## src/rtl/nrf24_pkg.sv

```systemverilog
// Shared nRF24L01 definitions: SPI command opcodes and the byte-shifter FSM state encoding.
package nrf24_pkg;

    localparam logic [7:0] R_REGISTER   = 8'h00;
    localparam logic [7:0] W_REGISTER   = 8'h20;
    localparam logic [7:0] R_RX_PAYLOAD = 8'h61;
    localparam logic [7:0] W_TX_PAYLOAD = 8'hA0;
    localparam logic [7:0] FLUSH_TX     = 8'hE1;
    localparam logic [7:0] FLUSH_RX     = 8'hE2;
    localparam logic [7:0] NOP          = 8'hFF;

    typedef enum logic [2:0] {
        IDLE     = 3'd0,
        LEAD     = 3'd1,
        SHIFT_LO = 3'd2,
        SHIFT_HI = 3'd3,
        DONE     = 3'd4
    } spi_state_e;

endpackage

```

## src/rtl/nrf24_spi_tick.sv

```systemverilog
// Half-period tick for the SPI master: counts 0..HALF-1 while enabled, pulses on the last count.
module nrf24_spi_tick #(
    parameter int unsigned HALF = 2
) (
    input  logic clk,
    input  logic rstn,
    input  logic en_i,
    input  logic clear_i,
    output logic tick_o
);
    localparam int unsigned     CNT_W = (HALF > 1) ? $clog2(HALF) : 1;
    localparam logic [CNT_W-1:0] LAST = CNT_W'(HALF - 1);

    logic [CNT_W-1:0] cnt_q, cnt_d;

    always_comb begin
        cnt_d = cnt_q;
        if (clear_i || !en_i) begin
            cnt_d = '0;
        end else if (cnt_q == LAST) begin
            cnt_d = '0;
        end else begin
            cnt_d = cnt_q + CNT_W'(1);
        end
    end

    always_ff @(posedge clk or negedge rstn) begin
        if (!rstn) begin
            cnt_q <= '0;
        end else begin
            cnt_q <= cnt_d;
        end
    end

    assign tick_o = en_i && (cnt_q == LAST);

endmodule

```

## src/rtl/nrf24_spi_master.sv

```systemverilog
// nRF24L01 SPI master, mode 0, one byte per spi_start, CSN held across bytes by spi_hold_csn.
// Optional macro NRF_SPI_CSN_GAP_EN enforces a minimum CSN-high gap and latches early starts.
module nrf24_spi_master
    import nrf24_pkg::*;
#(
    parameter int unsigned SYS_CLK_HZ     = 100_000_000,
    parameter int unsigned SPI_CLK_HZ     = 1_000_000,
    parameter int unsigned CSN_GAP_CYCLES = 5
) (
    input  logic       clk,
    input  logic       rstn,
    input  logic       spi_start,
    input  logic [7:0] spi_tx,
    input  logic       spi_hold_csn,
    output logic [7:0] spi_rx,
    output logic       spi_done,
    output logic       busy,
    output logic       SCK,
    output logic       MOSI,
    output logic       CSN,
    input  logic       MISO
);
    localparam int unsigned HALF = SYS_CLK_HZ / (2 * SPI_CLK_HZ);

    spi_state_e state_q, state_d;
    logic [7:0] tx_q, tx_d;
    logic [7:0] rxsh_q, rxsh_d;
    logic [7:0] rx_q, rx_d;
    logic [2:0] bit_q, bit_d;
    logic       sck_q, sck_d;
    logic       csn_q, csn_d;
    logic       tick, go, hold_ok, tick_en;
    logic [7:0] launch_byte;

`ifdef NRF_SPI_CSN_GAP_EN
    localparam logic [31:0] GAP_LOAD = (CSN_GAP_CYCLES > 0) ? 32'(CSN_GAP_CYCLES - 1) : 32'd0;

    logic [31:0] gap_q, gap_d;
    logic        pend_q, pend_d;
    logic [7:0]  ptx_q, ptx_d;

    assign go          = (state_q == IDLE) && (gap_q == 32'd0) && (pend_q || spi_start);
    assign launch_byte = pend_q ? ptx_q : spi_tx;
    assign hold_ok     = (gap_q == 32'd0);
    assign busy        = (state_q != IDLE) || pend_q;

    // A start that lands inside the gap is parked until the gap has run out.
    always_comb begin
        pend_d = pend_q;
        ptx_d  = ptx_q;
        gap_d  = gap_q;
        if (go) begin
            pend_d = 1'b0;
        end else if ((state_q == IDLE) && !pend_q && spi_start) begin
            pend_d = 1'b1;
            ptx_d  = spi_tx;
        end
        if (!csn_q && csn_d) begin
            gap_d = GAP_LOAD;
        end else if (gap_q != 32'd0) begin
            gap_d = gap_q - 32'd1;
        end
    end

    always_ff @(posedge clk or negedge rstn) begin
        if (!rstn) begin
            gap_q  <= '0;
            pend_q <= 1'b0;
            ptx_q  <= '0;
        end else begin
            gap_q  <= gap_d;
            pend_q <= pend_d;
            ptx_q  <= ptx_d;
        end
    end
`else
    assign go          = (state_q == IDLE) && spi_start;
    assign launch_byte = spi_tx;
    assign hold_ok     = 1'b1;
    assign busy        = (state_q != IDLE);
`endif

    assign tick_en = (state_q == LEAD) || (state_q == SHIFT_HI) || (state_q == SHIFT_LO);

    nrf24_spi_tick #(
        .HALF (HALF)
    ) u_tick (
        .clk     (clk),
        .rstn    (rstn),
        .en_i    (tick_en),
        .clear_i (go),
        .tick_o  (tick)
    );

    // MISO is captured on the edge that raises SCK; MOSI is tx_q[7] and advances as SCK falls.
    always_comb begin
        state_d = state_q;
        tx_d    = tx_q;
        rxsh_d  = rxsh_q;
        rx_d    = rx_q;
        bit_d   = bit_q;
        unique case (state_q)
            IDLE: begin
                if (go) begin
                    state_d = LEAD;
                    tx_d    = launch_byte;
                    bit_d   = 3'd0;
                end
            end
            LEAD: begin
                if (tick) begin
                    state_d = SHIFT_HI;
                    rxsh_d  = {rxsh_q[6:0], MISO};
                end
            end
            SHIFT_HI: begin
                if (tick) begin
                    state_d = SHIFT_LO;
                    tx_d    = {tx_q[6:0], 1'b0};
                end
            end
            SHIFT_LO: begin
                if (tick) begin
                    if (bit_q == 3'd7) begin
                        state_d = DONE;
                        rx_d    = rxsh_q;
                    end else begin
                        state_d = SHIFT_HI;
                        bit_d   = bit_q + 3'd1;
                        rxsh_d  = {rxsh_q[6:0], MISO};
                    end
                end
            end
            DONE: begin
                state_d = IDLE;
            end
            default: begin
                state_d = IDLE;
            end
        endcase
        sck_d = (state_d == SHIFT_HI);
        csn_d = (state_d == IDLE) && !(spi_hold_csn && hold_ok);
    end

    always_ff @(posedge clk or negedge rstn) begin
        if (!rstn) begin
            state_q <= IDLE;
            tx_q    <= '0;
            rxsh_q  <= '0;
            rx_q    <= '0;
            bit_q   <= '0;
            sck_q   <= 1'b0;
            csn_q   <= 1'b1;
        end else begin
            state_q <= state_d;
            tx_q    <= tx_d;
            rxsh_q  <= rxsh_d;
            rx_q    <= rx_d;
            bit_q   <= bit_d;
            sck_q   <= sck_d;
            csn_q   <= csn_d;
        end
    end

    assign spi_done = (state_q == DONE);
    assign spi_rx   = rx_q;
    assign SCK      = sck_q;
    assign MOSI     = tx_q[7];
    assign CSN      = csn_q;

endmodule

```

## config.mk

```make
export PLATFORM = sky130hd
export DESIGN_NAME = nrf24_spi_master
export DESIGN_NICKNAME = d
export VERILOG_FILES = /design/src/rtl/nrf24_pkg.sv /design/src/rtl/nrf24_spi_tick.sv /design/src/rtl/nrf24_spi_master.sv
export SDC_FILE = /design/constraint.sdc
export NUM_CORES = 1
export LEC_CHECK = 0
export CORE_ASPECT_RATIO = 1.2
export CORE_MARGIN = 2
export CORE_UTILIZATION = 45
export DETAILED_ROUTE_END_ITERATION = 16
export PLACE_DENSITY = 0.65
export SLEW_MARGIN = 0
export SYNTH_ARGS = -nofsm -noshare
export SYNTH_HDL_FRONTEND = slang
export SYNTH_SLANG_ARGS = --single-unit
```

## constraint.sdc

```tcl
create_clock -name clk -period 2.5 [get_ports clk]
set_input_delay 0.5 -clock clk [delete_from_list [all_inputs] [get_ports clk]]
set_output_delay 0.5 -clock clk [all_outputs]
set_load 0.03 [all_outputs]
```

======== Yosys cells after proc, flatten, opt, wreduce, memory -nomap -nowiden ========
Index checks and enable logic that the tools add are counted.
storage, ports and cells
  bits in registers ....................... 38
  output and inout bits ................... 13
  word-level logic and storage cells ...... 59
cells by class
  add/sub/neg operators ................... 2
  eq/ne operators ......................... 12
  muxes and demuxes ....................... 19
  reductions and logical operators ........ 18
operators by type and width
  cell                                                             number
  8-bit two-way mux                                                5
  8-bit case mux with 2 select lines                               2
  3-bit two-way mux                                                8
  6-bit two-way mux                                                2
  3-bit case mux with 4 select lines                               1
  3-bit by 2-bit == test with 1-bit output, second input constant  3
  2-bit != test, second input constant                             4
  4-bit AND reduction                                              2
  6-bit by 1-bit adder with 6-bit output, second input constant    1
  3-bit == test, second input constant                             2
  6-bit == test, second input constant                             1
  3-bit logical NOT                                                2
  3-bit case mux with 2 select lines                               1
  3-bit AND reduction                                              2
  2-bit nonzero test                                               3
  3-bit by 1-bit adder with 3-bit output, second input constant    1
  3-bit by 1-bit == test with 1-bit output, second input constant  1
  1-bit logical AND                                                3
  1-bit logical OR                                                 3
  3-bit nonzero test                                               1
  1-bit logical NOT                                                2
  2-bit by 1-bit != test with 1-bit output, second input constant  1

======== Logic depth before layout (Yosys ltp) ========
Gate-level depths: netlist of run 1.
  depth in word-level cells ............... 8
  mapped depth ............................ 7
  depth with buffers taken out ............ 6

======== Modules after synthesis ========
From an unflattened synthesis of run 1, not the netlist that was laid out.
unflattened totals
  cells, all modules ...................... 132
  area, all modules ....................... 1769.2 µm²
modules (own cells, without submodules)
  module            times used  cells each  area an instance (µm²)  seq. area each (µm²)
  nrf24_spi_master  1           103         1471.4                  802.0
  nrf24_spi_tick    1           29          297.8                   150.1

======== Worst setup path after synthesis of run 1 ========
OpenSTA, ideal clock, no wires.
  path type ............................... register to register
  from .................................... reg bit_q[0]
  to ...................................... reg rxsh_q[0]
  library setup time ...................... 125 ps
  arrival ................................. 1740 ps
  data required time ...................... 2375 ps
  slack ................................... 636 ps
  stages on the path, launching flop included .. 7
  buffers on the path ..................... 0
  clock period less this slack ............ 1864 ps
  cell sequence ........................... dfrtp_1 ha_1 ha_1 or2_2 mux2i_2 nand3_4 mux2_2
between the ends
  word-level cells in the longest chain between the ends .. 3
RTL lines
  what                           RTL line                 RTL
  from (decl)                    nrf24_spi_master.sv:29   logic [2:0] bit_q, bit_d;
  from (signal assigned)         nrf24_spi_master.sv:159  bit_q <= bit_d;
  3-bit == test                  nrf24_spi_master.sv:124  if (bit_q == 3'd7) begin
  2-bit != test (no line)        -
  4-bit AND reduction (no line)  -
  to (signal assigned)           nrf24_spi_master.sv:157  rxsh_q <= rxsh_d;
  to (decl)                      nrf24_spi_master.sv:27   logic [7:0] rxsh_q, rxsh_d;
No other way between the ends.
A chain may end at the register's enable or synchronous reset.

======== Final worst setup path of run 1 ========
  from .................................... reg state_q[2]
  to ...................................... out spi_done
between the ends
  word-level cells in the longest chain between the ends .. 1
RTL lines
  what                    RTL line                 RTL
  from (decl)             nrf24_spi_master.sv:25   spi_state_e state_q, state_d;
  from (signal assigned)  nrf24_spi_master.sv:155  state_q <= state_d;
  3-bit == test           nrf24_spi_master.sv:165  assign spi_done = (state_q == DONE);
  to (decl)               nrf24_spi_master.sv:16   output logic spi_done,
No other way between the ends.

==> results of run 1 <==
-- synth_stat cells --
library cell / instances / share of area
a311oi_4: 1 / 0.014
a211oi_1: 1 / 0.0041
or3_1: 2 / 0.0069
and4bb_2: 1 / 0.0069
a22o_1: 6 / 0.029
nor2_4: 1 / 0.0062
a32o_1: 1 / 0.0055
nand3b_1: 1 / 0.0041
mux2i_2: 1 / 0.0075
ha_1: 4 / 0.027
and3_1: 2 / 0.0069
nand4_1: 1 / 0.0034
nand3_4: 1 / 0.0096
nor2_2: 4 / 0.014
a31o_2: 1 / 0.0048
nor3b_4: 1 / 0.010
inv_1: 4 / 0.0082
nand3_1: 2 / 0.0055
xor2_1: 2 / 0.0096
nand4_2: 1 / 0.0069
dfrtp_1: 37 / 0.51
nand2_1: 3 / 0.0062
nor2b_1: 2 / 0.0069
a2111oi_2: 1 / 0.0082
nor3_1: 1 / 0.0027
nand4bb_1: 1 / 0.0062
buf_6: 4 / 0.025
and2_1: 2 / 0.0069
xnor2_1: 2 / 0.0096
mux2_2: 31 / 0.19
nor2_1: 5 / 0.010
dfstp_2: 1 / 0.014
o21ai_0: 1 / 0.0027
nor3b_1: 2 / 0.0082
or2_2: 1 / 0.0034
-- placed cells by master, fill, tap and decap left out, drive strengths merged, types with 3 or more instances in the layout --
cell type / n
clkbuf: 7
dfrtp: 37
nor3b: 3
nand3: 3
clkdlybuf4s50: 25
ha: 4
nand2: 3
a22o: 6
inv: 4
nor2: 10
mux2: 31
-- worst register-to-register path, delay by kind of cell (launching register included) --
kind,cells,cell delay [ns]
multiplexers,2,0.53
AND/OR/NAND/NOR,2,0.50
adder cells (fa/ha/maj),2,0.46
flip-flops,1,0.41
-- cell type report --
cell class	count	area [µm²]
inverter	4	15.0
tap	54	67.6
sequential	38	952
clock inverter	1	30.0
fill	335	1680
timing repair buffer	27	265
multi-input combinational	86	812
clock buffer	7	86.3
-- stage by stage --
step | total power, W | setup WS (ns) | area [µm²]
2_1_floorplan | 0.00125 | 0.636 | 1820
3_3_place_gp | 0.00136 | 0.442 | 2110
3_5_place_dp | 0.00138 | 0.401 | 2110
4_1_cts | 0.00191 | 0.146 | 2230
5_1_grt | 0.00201 | 0.000393 | 2230
6_report | 0.00189 | 0.141 | 2230
-- registers in the layout (all words and copies together), names as in the netlist --
register	count
SCK	1
CSN	1
tx_q	8
bit_q	3
spi_rx	8
u_tick.cnt_q	6
state_q	3
rxsh_q	8
-- worst paths after layout --
path / endpoint / depth (start not counted) / startpoint
max reg2reg: rxsh_q[3] / 6 / bit_q[0]
min in group asynchronous: tx_q[5] / 2 / rstn
max: spi_done / 3 / state_q[2]
max in group asynchronous: CSN / 2 / rstn
min reg2reg: tx_q[0] / 1 / tx_q[0]
min: tx_q[0] / 1 / tx_q[0]
-- power by group --
part | internal (W) | switching [W]
registers | 0.000737 | 0.000106
logic | 0.000272 | 0.000244
clock network | 0.000325 | 0.000205
total | 0.00133 | 0.000555
-- layer usage --
layer	wire length, µm	vias to the layer above	part of all wire
li1	-	538	-
met4	28	0	0.0094
met1	1330	551	0.44
met3	114	4	0.038
met2	1520	24	0.51
met5	0	-	0
-- kinds of logic after synthesis --
kind of cell / after synthesis
buffers and inverters: 8
flip-flops: 38
multiplexers: 32
AO/OA/AOI/OAI: 12
AND/OR/NAND/NOR: 34
adder cells (fa/ha/maj): 4
XOR/XNOR: 4
==> impl_metrics.tcl, run 1 <==
set metrics [dict create \
    status "finished, final reports clean" \
    coreArea_um2 3910 \
    htree_levels 2 \
    synth_fa_ha_area_frac 0.0274 \
    crit_chain "inv_1, nor3_1, clkdlybuf4s50_1" \
    totalWireLength_mm 2.99 \
    grt_pass1_wl_mm 5.33 \
    worstPathRequired_ns 2.00 \
    p_per_area_nw_per_um2 847 \
    fp.dieW_um 62.1 \
    synthMuxAreaShare 0.199 \
    r2r_slack_ns 0.48 \
    synthSimpleGateAreaFrac 0.131 \
    synth_top_family_by_area "multiplexers" \
    timing.hold.ws_ns 0.490 \
    fin_crit_sh 0.943 \
    fin_cells 217 \
    finalMaxSlewViolations 0 \
    ys_types 35 \
    setup_violations 0 \
    syn_area_um2 1820 \
    top_usage_layer "met2" \
    numPortBuffers 25 \
    gp_congestion 0.766 \
    remaining_drc_errors 0 \
    cts_tree "yes" \
    cp_slowest_cell "clkdlybuf4s50_1" \
    clkTransAtPathRegs_ns 0.06 \
    area_growth_pct 22.2 \
    grt-ovfl-total 0 \
    leakagePower_nw 1.02 \
    dpl.hpwl_mm 2.17 \
    grt_pass1_vias 1168 \
    ys_seq_elements 38 \
    clk_latency_ns 0.29 \
    dpl.cell_count 209 \
    vias 1117 \
    drt-initial-drc-count 19 \
    cpPeakStageDelay_ns 0.70 \
    grt_use_met1 0.180 \
    antenna_found_initial 0 \
    io_pins 26 \
    min_period_ns 2.36 \
    worstSetupEndpointType "output pin" \
    drive_gt1_frac 0.337 \
    postSynthCellCount 132 \
    grt_usage 0.149 \
    grt_use_met2 0.256 \
    max_slew_margin 0.697 \
    tightest_slew_ns 0.455 \
    arrival_ns 1.86 \
    clock_sinks 38 \
    crit_path_start_kind "flip-flop" \
    fmax_mhz 424 \
    cp_top_family "buffers and inverters" \
    rsz0062_at_grt "no" \
    finalNetCount 179 \
    synth_area_per_cell_um2 13.8 \
    hold_class "reg -> reg" \
    fin_tns_setup_ns 0 \
    grt_max_degree 39 \
    cts_resized 0 \
    synth_xor_area_frac 0.0192 \
    clockBufferDepth 2 \
    critPathKind "reg -> out" \
    dr.pass1.iters 4 \
    die_y_um 73.7 \
    synth_nets 149 \
    vias_per_cell 5.15 \
    yosys_warnings 0 \
    clock_skew_ns 0.00880 \
    met3_usage 0.0459 \
    cts-root-buf "clkbuf_8" \
    cap_violations 0 \
    wl_per_cell_um 13.8 \
    antenna_left 0 \
    n_antenna_cell 0 \
    cts_setup_buffers 0 \
    post-route-util 0.570 \
    peakVddDrop_mv 0.495 \
    crit_buf_inv 2 \
    cts_buffers 5 \
    ctsHoldBuffers 0 \
    rows 25 \
    ys_seq_area_frac 0.522 \
    final_hold_viol_count 0 \
    die_area_um2 4580 \
    start_util 0.467 \
    crit_fanout 7 \
    synth-compound-area-share 0.0686 \
]
Note: power is estimated with default switching activity, not from simulation.
==> run 2: changes to the inputs <==
- SKIP_CTS_REPAIR_TIMING: unset -> 1
==> results of run 2 <==
Final layout, timing and power as in run 1 (identical DEF).
